## src/rtl/ahbslv_wbmas_bridge_if.sv

```systemverilog
// AHB slave / WISHBONE master signal bundle for ahbslv_wbmas_bridge.
// The slave modport is the bridge's view; the master modport is the surrounding system.
interface ahbslv_wbmas_bridge_if;
    localparam int unsigned AW = 32;
    localparam int unsigned DW = 32;
    localparam int unsigned SW = DW / 8;

    // AHB side
    logic          hsel;
    logic [AW-1:0] haddr;
    logic [1:0]    htrans;
    logic          hwrite;
    logic [2:0]    hsize;
    logic [2:0]    hburst;
    logic [DW-1:0] hwdata;
    logic          hready_in;
    logic          hready_out;
    logic [1:0]    hresp;
    logic [DW-1:0] hrdata;

    // WISHBONE side
    logic [AW-1:0] wb_adr_o;
    logic [DW-1:0] wb_dat_o;
    logic [SW-1:0] wb_sel_o;
    logic          wb_we_o;
    logic          wb_cyc_o;
    logic          wb_stb_o;
    logic [DW-1:0] wb_dat_i;
    logic          wb_ack_i;
    logic          wb_err_i;

    modport slave (
        input  hsel, haddr, htrans, hwrite, hsize, hburst, hwdata, hready_in,
        output hready_out, hresp, hrdata,
        output wb_adr_o, wb_dat_o, wb_sel_o, wb_we_o, wb_cyc_o, wb_stb_o,
        input  wb_dat_i, wb_ack_i, wb_err_i
    );

    modport master (
        output hsel, haddr, htrans, hwrite, hsize, hburst, hwdata, hready_in,
        input  hready_out, hresp, hrdata,
        input  wb_adr_o, wb_dat_o, wb_sel_o, wb_we_o, wb_cyc_o, wb_stb_o,
        output wb_dat_i, wb_ack_i, wb_err_i
    );
endinterface

```

## src/rtl/ahbslv_wbmas_bridge.sv

```systemverilog
// AHB-Lite slave to WISHBONE classic master bridge: every AHB beat becomes one WB single cycle.
// Optional macro AHBSLV_WBMAS_WB_ERR_EN: honour wb_err_i and report timeouts as a two-cycle AHB ERROR.
module ahbslv_wbmas_bridge #(
    parameter bit          BIG_ENDIAN = 1'b1,
    parameter int unsigned TIMEOUT    = 255
) (
    input  logic                        hclk,
    input  logic                        hresetn,
    ahbslv_wbmas_bridge_if.slave        bus
);
    localparam int unsigned AW = 32;
    localparam int unsigned DW = 32;
    localparam int unsigned SW = DW / 8;
    localparam int unsigned CW = 8;

    localparam logic [1:0]    HRESP_OKAY  = 2'b00;
`ifdef AHBSLV_WBMAS_WB_ERR_EN
    localparam logic [1:0]    HRESP_ERROR = 2'b01;
`endif
    localparam logic [CW-1:0] TO_LIMIT    = CW'(TIMEOUT);

    typedef enum logic [2:0] {
        S_IDLE,
        S_DATA,
        S_WB,
        S_RESP
`ifdef AHBSLV_WBMAS_WB_ERR_EN
        ,
        S_ERR1,
        S_ERR2
`endif
    } state_t;

    state_t        state;
    logic [CW-1:0] cnt;
    logic [CW-1:0] cnt_inc_c;
    logic          accept_c;
    logic          unused_c;

    logic          hready_out;
    logic [1:0]    hresp;
    logic [DW-1:0] hrdata;
    logic [AW-1:0] wb_adr_o;
    logic [DW-1:0] wb_dat_o;
    logic [SW-1:0] wb_sel_o;
    logic          wb_we_o;
    logic          wb_cyc_o;
    logic          wb_stb_o;

    // Byte-lane selects from size and low address bits; big-endian puts byte 0 on lane 3.
    function automatic logic [SW-1:0] byte_sel(input logic [2:0] size, input logic [1:0] a);
        logic [SW-1:0] be;
        be = 4'b1111;
        if (size == 3'b000) begin
            be = 4'b1000 >> a;
        end else if (size == 3'b001) begin
            be = a[1] ? 4'b0011 : 4'b1100;
        end
        if (!BIG_ENDIAN) begin
            be = {be[0], be[1], be[2], be[3]};
        end
        return be;
    endfunction

    assign accept_c  = bus.hsel & bus.hready_in & bus.htrans[1] & hready_out;
    assign cnt_inc_c = cnt + CW'(1);

`ifdef AHBSLV_WBMAS_WB_ERR_EN
    assign unused_c = ^{bus.hburst, bus.htrans[0]};
`else
    assign unused_c = ^{bus.hburst, bus.htrans[0], bus.wb_err_i};
`endif

    always_ff @(posedge hclk or negedge hresetn) begin
        if (!hresetn) begin
            state      <= S_IDLE;
            cnt        <= '0;
            hready_out <= 1'b1;
            hresp      <= HRESP_OKAY;
            hrdata     <= '0;
            wb_adr_o   <= '0;
            wb_dat_o   <= '0;
            wb_sel_o   <= '0;
            wb_we_o    <= 1'b0;
            wb_cyc_o   <= 1'b0;
            wb_stb_o   <= 1'b0;
        end else begin
            case (state)
                S_DATA: begin
                    wb_dat_o <= bus.hwdata;
                    wb_cyc_o <= 1'b1;
                    wb_stb_o <= 1'b1;
                    state    <= S_WB;
                end

                S_WB: begin
                    if (bus.wb_ack_i) begin
                        wb_cyc_o   <= 1'b0;
                        wb_stb_o   <= 1'b0;
                        if (!wb_we_o) begin
                            hrdata <= bus.wb_dat_i;
                        end
                        hready_out <= 1'b1;
                        hresp      <= HRESP_OKAY;
                        state      <= S_RESP;
`ifdef AHBSLV_WBMAS_WB_ERR_EN
                    end else if (bus.wb_err_i) begin
                        wb_cyc_o   <= 1'b0;
                        wb_stb_o   <= 1'b0;
                        hresp      <= HRESP_ERROR;
                        state      <= S_ERR1;
`endif
                    end else if (cnt_inc_c == TO_LIMIT) begin
                        // Slave never answered: abandon the cycle, reads return zero.
                        wb_cyc_o   <= 1'b0;
                        wb_stb_o   <= 1'b0;
                        if (!wb_we_o) begin
                            hrdata <= '0;
                        end
`ifdef AHBSLV_WBMAS_WB_ERR_EN
                        hresp      <= HRESP_ERROR;
                        state      <= S_ERR1;
`else
                        hready_out <= 1'b1;
                        hresp      <= HRESP_OKAY;
                        state      <= S_RESP;
`endif
                    end else begin
                        cnt <= cnt_inc_c;
                    end
                end

`ifdef AHBSLV_WBMAS_WB_ERR_EN
                S_ERR1: begin
                    hready_out <= 1'b1;
                    state      <= S_ERR2;
                end
`endif

                // IDLE, RESP and ERR2 all expose hready_out=1 and may accept a new beat.
                default: begin
                    if (accept_c) begin
                        wb_adr_o   <= {bus.haddr[AW-1:2], 2'b00};
                        wb_we_o    <= bus.hwrite;
                        wb_sel_o   <= byte_sel(bus.hsize, bus.haddr[1:0]);
                        cnt        <= '0;
                        hready_out <= 1'b0;
                        hresp      <= HRESP_OKAY;
                        state      <= S_DATA;
                    end else begin
                        hready_out <= 1'b1;
                        hresp      <= HRESP_OKAY;
                        state      <= S_IDLE;
                    end
                end
            endcase
        end
    end

    assign bus.hready_out = hready_out;
    assign bus.hresp      = hresp;
    assign bus.hrdata     = hrdata;
    assign bus.wb_adr_o   = wb_adr_o;
    assign bus.wb_dat_o   = wb_dat_o;
    assign bus.wb_sel_o   = wb_sel_o;
    assign bus.wb_we_o    = wb_we_o;
    assign bus.wb_cyc_o   = wb_cyc_o;
    assign bus.wb_stb_o   = wb_stb_o;
endmodule

```

## src/flat_wrapper.sv

```systemverilog
// flat-port wrapper written by rule: the top's interface ports become plain ports
module ahbslv_wbmas_bridge_flat 
#(
    parameter bit          BIG_ENDIAN = 1'b1,
    parameter int unsigned TIMEOUT    = 255
)
  (hclk, hresetn, bus_hsel, bus_haddr, bus_htrans, bus_hwrite, bus_hsize, bus_hburst, bus_hwdata, bus_hready_in, bus_hready_out, bus_hresp, bus_hrdata, bus_wb_adr_o, bus_wb_dat_o, bus_wb_sel_o, bus_wb_we_o, bus_wb_cyc_o, bus_wb_stb_o, bus_wb_dat_i, bus_wb_ack_i, bus_wb_err_i);
  ahbslv_wbmas_bridge_if bus_i ();
  input  logic hclk;
  input  logic hresetn;
  input wire logic [$bits(bus_i.hsel)-1:0] bus_hsel;
  input wire logic [$bits(bus_i.haddr)-1:0] bus_haddr;
  input wire logic [$bits(bus_i.htrans)-1:0] bus_htrans;
  input wire logic [$bits(bus_i.hwrite)-1:0] bus_hwrite;
  input wire logic [$bits(bus_i.hsize)-1:0] bus_hsize;
  input wire logic [$bits(bus_i.hburst)-1:0] bus_hburst;
  input wire logic [$bits(bus_i.hwdata)-1:0] bus_hwdata;
  input wire logic [$bits(bus_i.hready_in)-1:0] bus_hready_in;
  output wire logic [$bits(bus_i.hready_out)-1:0] bus_hready_out;
  output wire logic [$bits(bus_i.hresp)-1:0] bus_hresp;
  output wire logic [$bits(bus_i.hrdata)-1:0] bus_hrdata;
  output wire logic [$bits(bus_i.wb_adr_o)-1:0] bus_wb_adr_o;
  output wire logic [$bits(bus_i.wb_dat_o)-1:0] bus_wb_dat_o;
  output wire logic [$bits(bus_i.wb_sel_o)-1:0] bus_wb_sel_o;
  output wire logic [$bits(bus_i.wb_we_o)-1:0] bus_wb_we_o;
  output wire logic [$bits(bus_i.wb_cyc_o)-1:0] bus_wb_cyc_o;
  output wire logic [$bits(bus_i.wb_stb_o)-1:0] bus_wb_stb_o;
  input wire logic [$bits(bus_i.wb_dat_i)-1:0] bus_wb_dat_i;
  input wire logic [$bits(bus_i.wb_ack_i)-1:0] bus_wb_ack_i;
  input wire logic [$bits(bus_i.wb_err_i)-1:0] bus_wb_err_i;
  assign bus_i.hsel = bus_hsel;
  assign bus_i.haddr = bus_haddr;
  assign bus_i.htrans = bus_htrans;
  assign bus_i.hwrite = bus_hwrite;
  assign bus_i.hsize = bus_hsize;
  assign bus_i.hburst = bus_hburst;
  assign bus_i.hwdata = bus_hwdata;
  assign bus_i.hready_in = bus_hready_in;
  assign bus_hready_out = bus_i.hready_out;
  assign bus_hresp = bus_i.hresp;
  assign bus_hrdata = bus_i.hrdata;
  assign bus_wb_adr_o = bus_i.wb_adr_o;
  assign bus_wb_dat_o = bus_i.wb_dat_o;
  assign bus_wb_sel_o = bus_i.wb_sel_o;
  assign bus_wb_we_o = bus_i.wb_we_o;
  assign bus_wb_cyc_o = bus_i.wb_cyc_o;
  assign bus_wb_stb_o = bus_i.wb_stb_o;
  assign bus_i.wb_dat_i = bus_wb_dat_i;
  assign bus_i.wb_ack_i = bus_wb_ack_i;
  assign bus_i.wb_err_i = bus_wb_err_i;
  ahbslv_wbmas_bridge #(.BIG_ENDIAN(BIG_ENDIAN), .TIMEOUT(TIMEOUT)) u_core (.hclk(hclk), .hresetn(hresetn), .bus(bus_i));
endmodule
```

## config.mk

```make
export PLATFORM = sky130hd
export DESIGN_NAME = ahbslv_wbmas_bridge_flat
export DESIGN_NICKNAME = d
export VERILOG_FILES = /design/src/rtl/ahbslv_wbmas_bridge_if.sv /design/src/rtl/ahbslv_wbmas_bridge.sv /design/src/flat_wrapper.sv
export SDC_FILE = /design/constraint.sdc
export NUM_CORES = 1
export LEC_CHECK = 0
export CORE_AREA = 2 2 104 106
export CTS_BUF_LIST = sky130_fd_sc_hd__clkbuf_4 sky130_fd_sc_hd__clkbuf_8 sky130_fd_sc_hd__clkbuf_16
export DETAILED_ROUTE_END_ITERATION = 8
export DIE_AREA = 0 0 106 108
export MAX_ROUTING_LAYER = met4
export PLACE_DENSITY = 0.91
export SETUP_SLACK_MARGIN = 0.1
export SLEW_MARGIN = 20
export SYNTH_ARGS = -nofsm -noshare
export SYNTH_HDL_FRONTEND = slang
export SYNTH_SLANG_ARGS = --single-unit
export TNS_END_PERCENT = 1
```

## constraint.sdc

```tcl
create_clock -name hclk -period 3.6 [get_ports hclk]
set_clock_uncertainty 0.15 [all_clocks]
set_input_delay 0.36 -clock hclk [delete_from_list [all_inputs] [get_ports hclk]]
set_output_delay 0.36 -clock hclk [all_outputs]
set_load 0.005 [all_outputs]
```

=== Word level (Yosys, flattened, before mapping) ===
Index checks and enable logic that the tools add are counted.
W data, S select, Z words.

* Register bits after elaboration: 114
* Latch bits: 0
* Bits in writable memories: 0
* Memory bits (read-only): 0
* Input port bits: 111
* Output and inout port bits: 106
* Logic and storage cells: 60
* Memories kept: 0

* $add $sub $neg: 1
* Multipliers: 0
* Divide/modulo/power cells: 0
* Order comparisons: 0
* Eq/ne operators: 7
* Shifts and indexed selects: 1
* Muxes and demuxes: 25
* Bitwise logic cells: 6
* Reduce and logical (&&, ||, !) cells: 10

{| class="wikitable"
|+ Operators with widths
! operator !! number
|-
| $mux W32 || 4
|-
| $mux W8 || 3
|-
| $pmux W8 S2 || 1
|-
| $mux W4 || 3
|-
| $add A8 B1 Y8 const B || 1
|-
| $eq A8 B8 Y1 const B || 1
|-
| $eq A3 B1 Y1 const B || 2
|-
| $mux W1 || 6
|-
| $mux W3 || 2
|-
| $pmux W3 S2 || 1
|-
| $reduce_and A2 Y1 || 3
|-
| $reduce_bool A2 Y1 || 3
|-
| $mux W2 || 2
|-
| $ne A2 B2 Y1 const B || 2
|-
| $pmux W1 S2 || 2
|-
| $pmux W2 S2 || 1
|-
| $reduce_and A4 Y1 || 1
|-
| $shr A4 B2 Y4 const A || 1
|-
| $and A1 B1 Y1 || 3
|-
| $eq A3 B2 Y1 const B || 1
|-
| $logic_not A3 Y1 || 1
|-
| $ne A3 B2 Y1 const B || 1
|-
| $not A1 Y1 || 3
|-
| $reduce_and A3 Y1 || 1
|-
| $reduce_or A2 Y1 || 1
|}

=== Logic depth before layout (Yosys ltp) ===
Gate-level depths: netlist of the first run.

* Word-level depth: 5
* Depth in mapped cells: 8
* Depth with buffers taken out: 7

=== Worst setup path before layout of the first run ===
Ideal clock, no wire load.

* Kind: register -> register
* Start point: reg u_core.state[0]
* End point: reg u_core.cnt[1]
* Setup time: 0.128 ns
* Arrival: 1.971 ns
* Data required time: 3.322 ns
* Setup slack: 1.352 ns
* Stages on the path, launching flop included: 7
* Path buffers: 1
* Clock period less this slack: 2.248 ns
* Path through: dfrtp_1 > ha_1 > buf_2 > or3b_4 > nor3_1 > or2_1 > mux2_1

* Cells in the longest elaborated chain, start to end: 3
* Elaborated cells on any way between the ends: 8
* Those cells by class: eq/ne (4); mux (1); bitwise (1); reduce/logical (2)

{| class="wikitable"
|+ RTL lines
! element !! RTL line !! text
|-
| start: declaration || ahbslv_wbmas_bridge.sv:34 || <nowiki>state_t state;</nowiki>
|-
| start signal: assignment || ahbslv_wbmas_bridge.sv:76 || <nowiki>state <= S_IDLE;</nowiki>
|-
| start signal: assignment || ahbslv_wbmas_bridge.sv:93 || <nowiki>state <= S_WB;</nowiki>
|-
| start signal: assignment || ahbslv_wbmas_bridge.sv:105 || <nowiki>state <= S_RESP;</nowiki>
|-
| $eq A3 B2 Y1 or $eq A3 B1 Y1 (tied branches) || ahbslv_wbmas_bridge.sv:88 || <nowiki>case (state)</nowiki>
|-
| $ne A2 B2 Y1 (no source line) (tied with other cells) || n/a ||
|-
| $reduce_and A4 Y1 (no source line) || n/a ||
|-
| end signal: assignment || ahbslv_wbmas_bridge.sv:129 || <nowiki>cnt <= cnt_inc_c;</nowiki>
|-
| end: declaration || ahbslv_wbmas_bridge.sv:35 || <nowiki>logic [CW-1:0] cnt;</nowiki>
|}

Several ways; a longest one is shown, not always the timed one.
A chain may end at the register's enable or synchronous reset.

=== Worst setup path after layout of the first run ===
Same ends and word-level chain as after synthesis.

==> results of run 1 <==
## registers in the layout, indices dropped and copies added, names as in the netlist
| signal | flops |
|---|---|
| u_core.bus.wb_dat_o | 32 |
| u_core.bus.wb_cyc_o | 1 |
| u_core.bus.wb_adr_o | 30 |
| u_core.bus.hready_out | 1 |
| u_core.bus.hrdata | 32 |
| u_core.bus.wb_we_o | 1 |
| u_core.cnt | 8 |
| u_core.state | 2 |
| u_core.bus.wb_sel_o | 4 |
## synthesized netlist by cell type (2+ instances only)
cell | count | area [um2]
a211o_1 | 4 | 35.0
or3_1 | 2 | 12.5
clkbuf_1 | 11 | 41.3
and3_1 | 3 | 18.8
nand4_1 | 2 | 12.5
ha_1 | 4 | 50.1
mux2i_1 | 2 | 20.0
buf_6 | 4 | 45.0
nor3_1 | 3 | 15.0
a22o_1 | 32 | 280
o22ai_1 | 2 | 12.5
o21ai_0 | 8 | 40.0
nand3_1 | 5 | 25.0
nor2_1 | 4 | 15.0
a31oi_1 | 2 | 12.5
mux2_1 | 2 | 22.5
nand2_1 | 8 | 30.0
inv_1 | 8 | 30.0
mux2_2 | 63 | 709
buf_4 | 5 | 37.5
a21oi_1 | 5 | 25.0
dfrtp_1 | 110 | 2750
## worst register-to-register path: stages, from the launching register on
cell     delay (ps)
dfrtp_1         410
inv_1            60
ha_1            440
or3b_4          460
nor3_1          500
or2_1           270
mux2_1          330
## cell type report
cell class | count | area (um2) | area share [%]
clock inverters | 5 | 33.8 | 0.495
well taps | 136 | 170 | 2.49
clock buffers | 10 | 138 | 2.02
inverters | 9 | 33.8 | 0.495
repair buffers | 211 | 2110 | 31.0
flip-flops and latches | 111 | 2780 | 40.7
multi-input cells | 175 | 1550 | 22.8
## report_power, final
group	switching [mW]	internal (mW)	leakage [nW]
combinational	0.806	1.61	1.48
clock	0.402	0.267	0.0845
sequential	0.323	1.83	1.35
total	1.53	3.71	2.92
## metrics by stage
step | instance area [um2] | std cells | hold slack, ps | util [%]
4_1_cts | 6820 | 657 | 354 | 66.7
3_3_place_gp | 6640 | 641 | 289 | 64.9
2_1_floorplan | 4480 | 316 | -85.6 | -
6_report | 6820 | 657 | 349 | 66.7
3_5_place_dp | 6640 | 641 | 307 | 64.9
5_1_grt | 6820 | 657 | 375 | 66.7
## worst paths after layout
path	startpoint	endpoint	depth (start not counted)
max	u_core.state[0]	u_core.cnt[1]	6
min	u_core.bus.wb_sel_o[1]	u_core.bus.wb_sel_o[1]	2
max reg2reg	u_core.state[0]	u_core.cnt[1]	6
min reg2reg	u_core.bus.wb_sel_o[1]	u_core.bus.wb_sel_o[1]	2
max in group asynchronous	hresetn	u_core.bus.wb_dat_o[14]	3
min in group asynchronous	hresetn	u_core.bus.wb_sel_o[1]	2
## what timing repair did
| item | in CTS | in global routing |
|---|---|---|
| hold endpoints to repair | 52 | 0 |
| gates resized for setup | 0 | 0 |
| hold buffers | 1 | 0 |
| buffers inserted | 0 | 0 |
| endpoints found under the setup margin | 0 | 0 |
## routing by layer
layer	up-vias	track usage, %	wire length [um]
met4	0	5.17	142
li1	1535	-	-
met1	1683	24.8	4530
met5	-	-	0
met2	169	37.0	6180
met3	13	6.33	857
## cell families (layout without fill, tap and decap cells)
kind of cell	after synthesis	count (layout)	share of synthesized area (%)
simple gates	36	36	4.73
buf+inv	30	235	3.64
fa+ha+maj	4	4	1.12
flops	111	111	62.1
compound gates	62	62	10.9
other cells	1	4	0.0838
xor+xnor	2	2	0.560
mux	67	67	16.8
==> out/results.txt, run 1 <==
outcome = finished clean
Diodes inserted = 0
Post-synth EDFFs = 0
global-route wire length before repair = 18,500 um
DP HPWL = 8740 um
initial antenna violation count = 0
RSZ-0062 raised after global routing = no
Seq cells post-synth = 111
data arrival time of the critical path = 2820 ps
fin worst setup slack = 880 ps
Post-Syn Instances = 313
Die H = 108 um
endpoints failing hold = 0
drt initial violations = 165
FF-to-FF setup slack = 880 ps
Die ar. = 0.0114 mm2
Rel. slew slack = 41.2%
number of synthesis warnings = 0
Final Cycle Share = 75.5%
GRT Total Usage = 21.4%
max_cap viols = 0
number of buffers created by CTS = 9
CP Data Required Time = 3700 ps
via count = 3,400
commonest register cell after synthesis = dfrtp_1
Clock Pin Slew Worst Setup and Hold Paths = 100 ps
Final Max Tran Viols = 0
slowest stage delay, CP = 500 ps
clk_lat worst skew = 360 ps
Post-Syn Area per Cell = 14.3 um2
Largest delay share family, worst path = simple AND/OR/NAND/NOR gates
CTS tree = yes
layout overhead on the synthesized area = 52.5%
Cell Chain, Critical Path = inv_1 -> ha_1 -> or3b_4 -> nor3_1 -> or2_1 -> mux2_1
Mapped Area = 0.00447 mm2
Synth async-reset ratio = 100%
Buf/Inv on CP = 1
vias in the first global route = 3,589
Core ar. = 0.0102 mm2
clock root buffer = clkbuf_8
Crit Path Max Fanout = 14
wire length per cell = 17.8 um
# DRC = 0
H-tree Lvls = 3
commonest non-fill, non-tap cell in the layout = clkdlybuf4s50_1
# rows = 37
pin count of the biggest net entering global routing = 59
CP endpoint kind = flip-flop
pre-CTS setup slack = 929 ps
Final nets = 632
most frequent cells in the layout = 206 x clkdlybuf4s50_1, 110 x dfrtp_1, 63 x mux2_2, 32 x a22o_1, 10 x clkbuf_8
Pre-antenna DRT Iters = 4
DRT Wirelength = 11,700 um
Avg Vias per Cell = 5.18
leakage power = 2.92 nW
Final min period = 2720 ps
PortBufs = 207
CTS Buffer Depth = 2
grt ovf = 0
library cells used by synthesis = 46
setup TNS = 0 ps
Sinks on Clock Net = 111
CP Launch Type = flip-flop
Pwr Density = 767 mW/mm2
worst slew pin tran = 879 ps
peak supply drop = 441 uV
Final setup viols = 0
fmax = 368 MHz
overall power = 5.24 mW
HP Class = flip-flop to flip-flop
DRT antenna net count = 0
CP max stage cell = nor3_1
Final GP Congestion = 0.806
crit path kind = flip-flop to flip-flop
Initial Utilization = 43.7%
Seq/Total Area, Yosys = 62.1%
I/O pins = 217
Fillers = 748
die width = 106 um
layout cell share with drive strength beyond 1 = 17.9%
No activity file was read; power rests on OpenSTA's default activity.
==> run 2: changes to the inputs <==
Settings changed: CORE_AREA 2 2 104 106 to 2 2 108 110, DIE_AREA 0 0 106 108 to 0 0 110 112, PLACE_DENSITY 0.91 to 0.86.
Clock period 3.6 ns to 2.6 ns, I/O delays scaled along.
==> out/results.txt, run 2 (synthesis results as in run 1) <==
Avg Vias per Cell = 5.07
Clock Pin Slew Worst Setup and Hold Paths = 70 ps
Fillers = 888
die width = 110 um
H-tree Lvls = 3
Final nets = 637
Largest delay share family, worst path = simple AND/OR/NAND/NOR gates
Final GP Congestion = 0.807
CP max stage cell = or3b_4
setup TNS = 0 ps
Regs by FF count = u_core.bus.hrdata (32), u_core.bus.wb_dat_o (32), u_core.bus.wb_adr_o (30)
# DRC = 0
vias in the first global route = 3,547
DRT Wirelength = 11,300 um
CP endpoint kind = flip-flop
grt ovf = 0
Psw = 2.16 mW
Internal = 5.59 mW
clk_lat worst skew = 340 ps
GRT Total Usage = 18.9%
Placed Area = 0.00670 mm2
Cell Chain, Critical Path = ha_1 -> or3b_4 -> o31a_1 -> a31oi_4 -> or2_1 -> mux2_1
sw frac = 27.9%
Die ar. = 0.0123 mm2
crit path kind = flip-flop to flip-flop
Crit Path Max Fanout = 10
# Post-CTS Setup Buffers = 0
layout overhead on the synthesized area = 56.8%
DP HPWL = 8340 um
Die H = 112 um
drt initial violations = 122
worst slew pin tran = 504 ps
PortBufs = 207
data arrival time of the critical path = 2430 ps
via count = 3,399
wire length per cell = 16.8 um
CP Data Required Time = 2670 ps
Seq pwr share = 38.7%
# rows = 39
clock root buffer = clkbuf_16
pin count of the biggest net entering global routing = 53
DRT antenna net count = 0
Initial Utilization = 40.0%
RSZ-0062 raised after global routing = no
CP Launch Type = flip-flop
max_cap viols = 0
Rel. slew slack = 66.4%
Core ar. = 0.0112 mm2
Clock Power Share = 18.2%
Diodes inserted = 0
global-route wire length before repair = 17,500 um
Final min period = 2360 ps
Pwr Density = 1100 mW/mm2
leakage power = 3.02 nW
outcome = finished clean
Final Max Tran Viols = 0
HP Class = primary input to async pin
Pre-antenna DRT Iters = 4
Buf/Inv on CP = 0
layout cell share with drive strength beyond 1 = 18.4%
Final setup viols = 0
number of buffers created by CTS = 9
slowest stage delay, CP = 430 ps
Final Cycle Share = 90.8%
initial antenna violation count = 0
most frequent cells in the layout = 206 x clkdlybuf4s50_1, 110 x dfrtp_1, 63 x mux2_2, 32 x a22o_1, 9 x clkbuf_16
endpoints failing hold = 0
Sinks on Clock Net = 111
Design Area, Final = 0.00702 mm2
I/O pins = 217
peak supply drop = 652 uV
CTS tree = yes
fmax = 424 MHz
CTS Buffer Depth = 2
combinational power share = 43.2%
commonest non-fill, non-tap cell in the layout = clkdlybuf4s50_1
-- run 2: cell count changes in the layout (fill, tap and decap cells not counted), sizes merged --
cell      before  now
clkinv         2    3
inv           10    9
bufinv         0    1
clkbuf        10   11
clkinvlp       2    1
buf            4    9
-- run 2: path summary, 6_finish.rpt --
check / startpoint / to / slack (ps) / cells past startpoint
max in group asynchronous: hresetn / u_core.bus.hready_out / 1280 / 3
worst min-delay path: hresetn / u_core.bus.hrdata[5] / 290 / 2
min in group hclk: u_core.bus.wb_sel_o[0] / u_core.bus.wb_sel_o[0] / 340 / 2
worst max-delay path: u_core.state[0] / u_core.cnt[1] / 240 / 6
worst max register to register: u_core.state[0] / u_core.cnt[1] / 240 / 6
worst min register to register: u_core.bus.wb_sel_o[0] / u_core.bus.wb_sel_o[0] / 340 / 2
-- run 2: what timing repair did --
item                                   in CTS  in global routing
hold buffers                                1                  0
endpoints found under the hold margin      38                  0
gates resized for setup                     0                  0
-- run 2: power groups by stage --
| stage | sequential [mW] | clock (mW) | combinational (mW) |
|---|---|---|---|
| global placement | 2.97 | 0 | 3.27 |
| finish | 3.00 | 1.41 | 3.34 |
| detailed placement | 3.02 | 0 | 3.37 |
| floorplan | 3.04 | 0 | 1.26 |
| CTS | 3.00 | 1.45 | 3.39 |
| global route | 3.09 | 1.52 | 3.62 |
-- run 2: layer usage --
metal / global-route usage (%) / vias to the layer above / wire (um)
li1: - / 1548 / -
met1: 21.6 / 1670 / 4540
met2: 31.1 / 166 / 5490
met3: 5.15 / 15 / 1030
met4: 7.68 / 0 / 208
met5: - / - / 0
-- run 2: per-stage QoR --
stage	hold slack (ps)	instances	setup slack (ps)	total power [mW]	util [%]
5_1_grt	355	670	145	8.24	62.8
3_3_place_gp	112	653	259	6.24	59.9
3_5_place_dp	113	653	181	6.39	59.9
2_1_floorplan	-186	316	352	4.30	-
6_report	287	670	240	7.75	62.8
4_1_cts	278	670	253	7.85	62.8
-- run 2: area by class of cell --
cell class | count | area (um2) | area share, %
Timing Repair Buffer | 216 | 2160 | 30.9
Multi-Input combinational cell | 175 | 1550 | 22.1
Inverter | 9 | 33.8 | 0.482
Clock inverter | 5 | 56.3 | 0.803
Sequential cell | 111 | 2780 | 39.6
Clock buffer | 11 | 253 | 3.60
Tap cell | 143 | 179 | 2.55
==> run 3: changes to the inputs <==
Settings changed: CAP_MARGIN from default to 5, SLEW_MARGIN 20 to default.
==> results of run 3 <==
Final layout, timing and power as in run 2 (identical DEF).
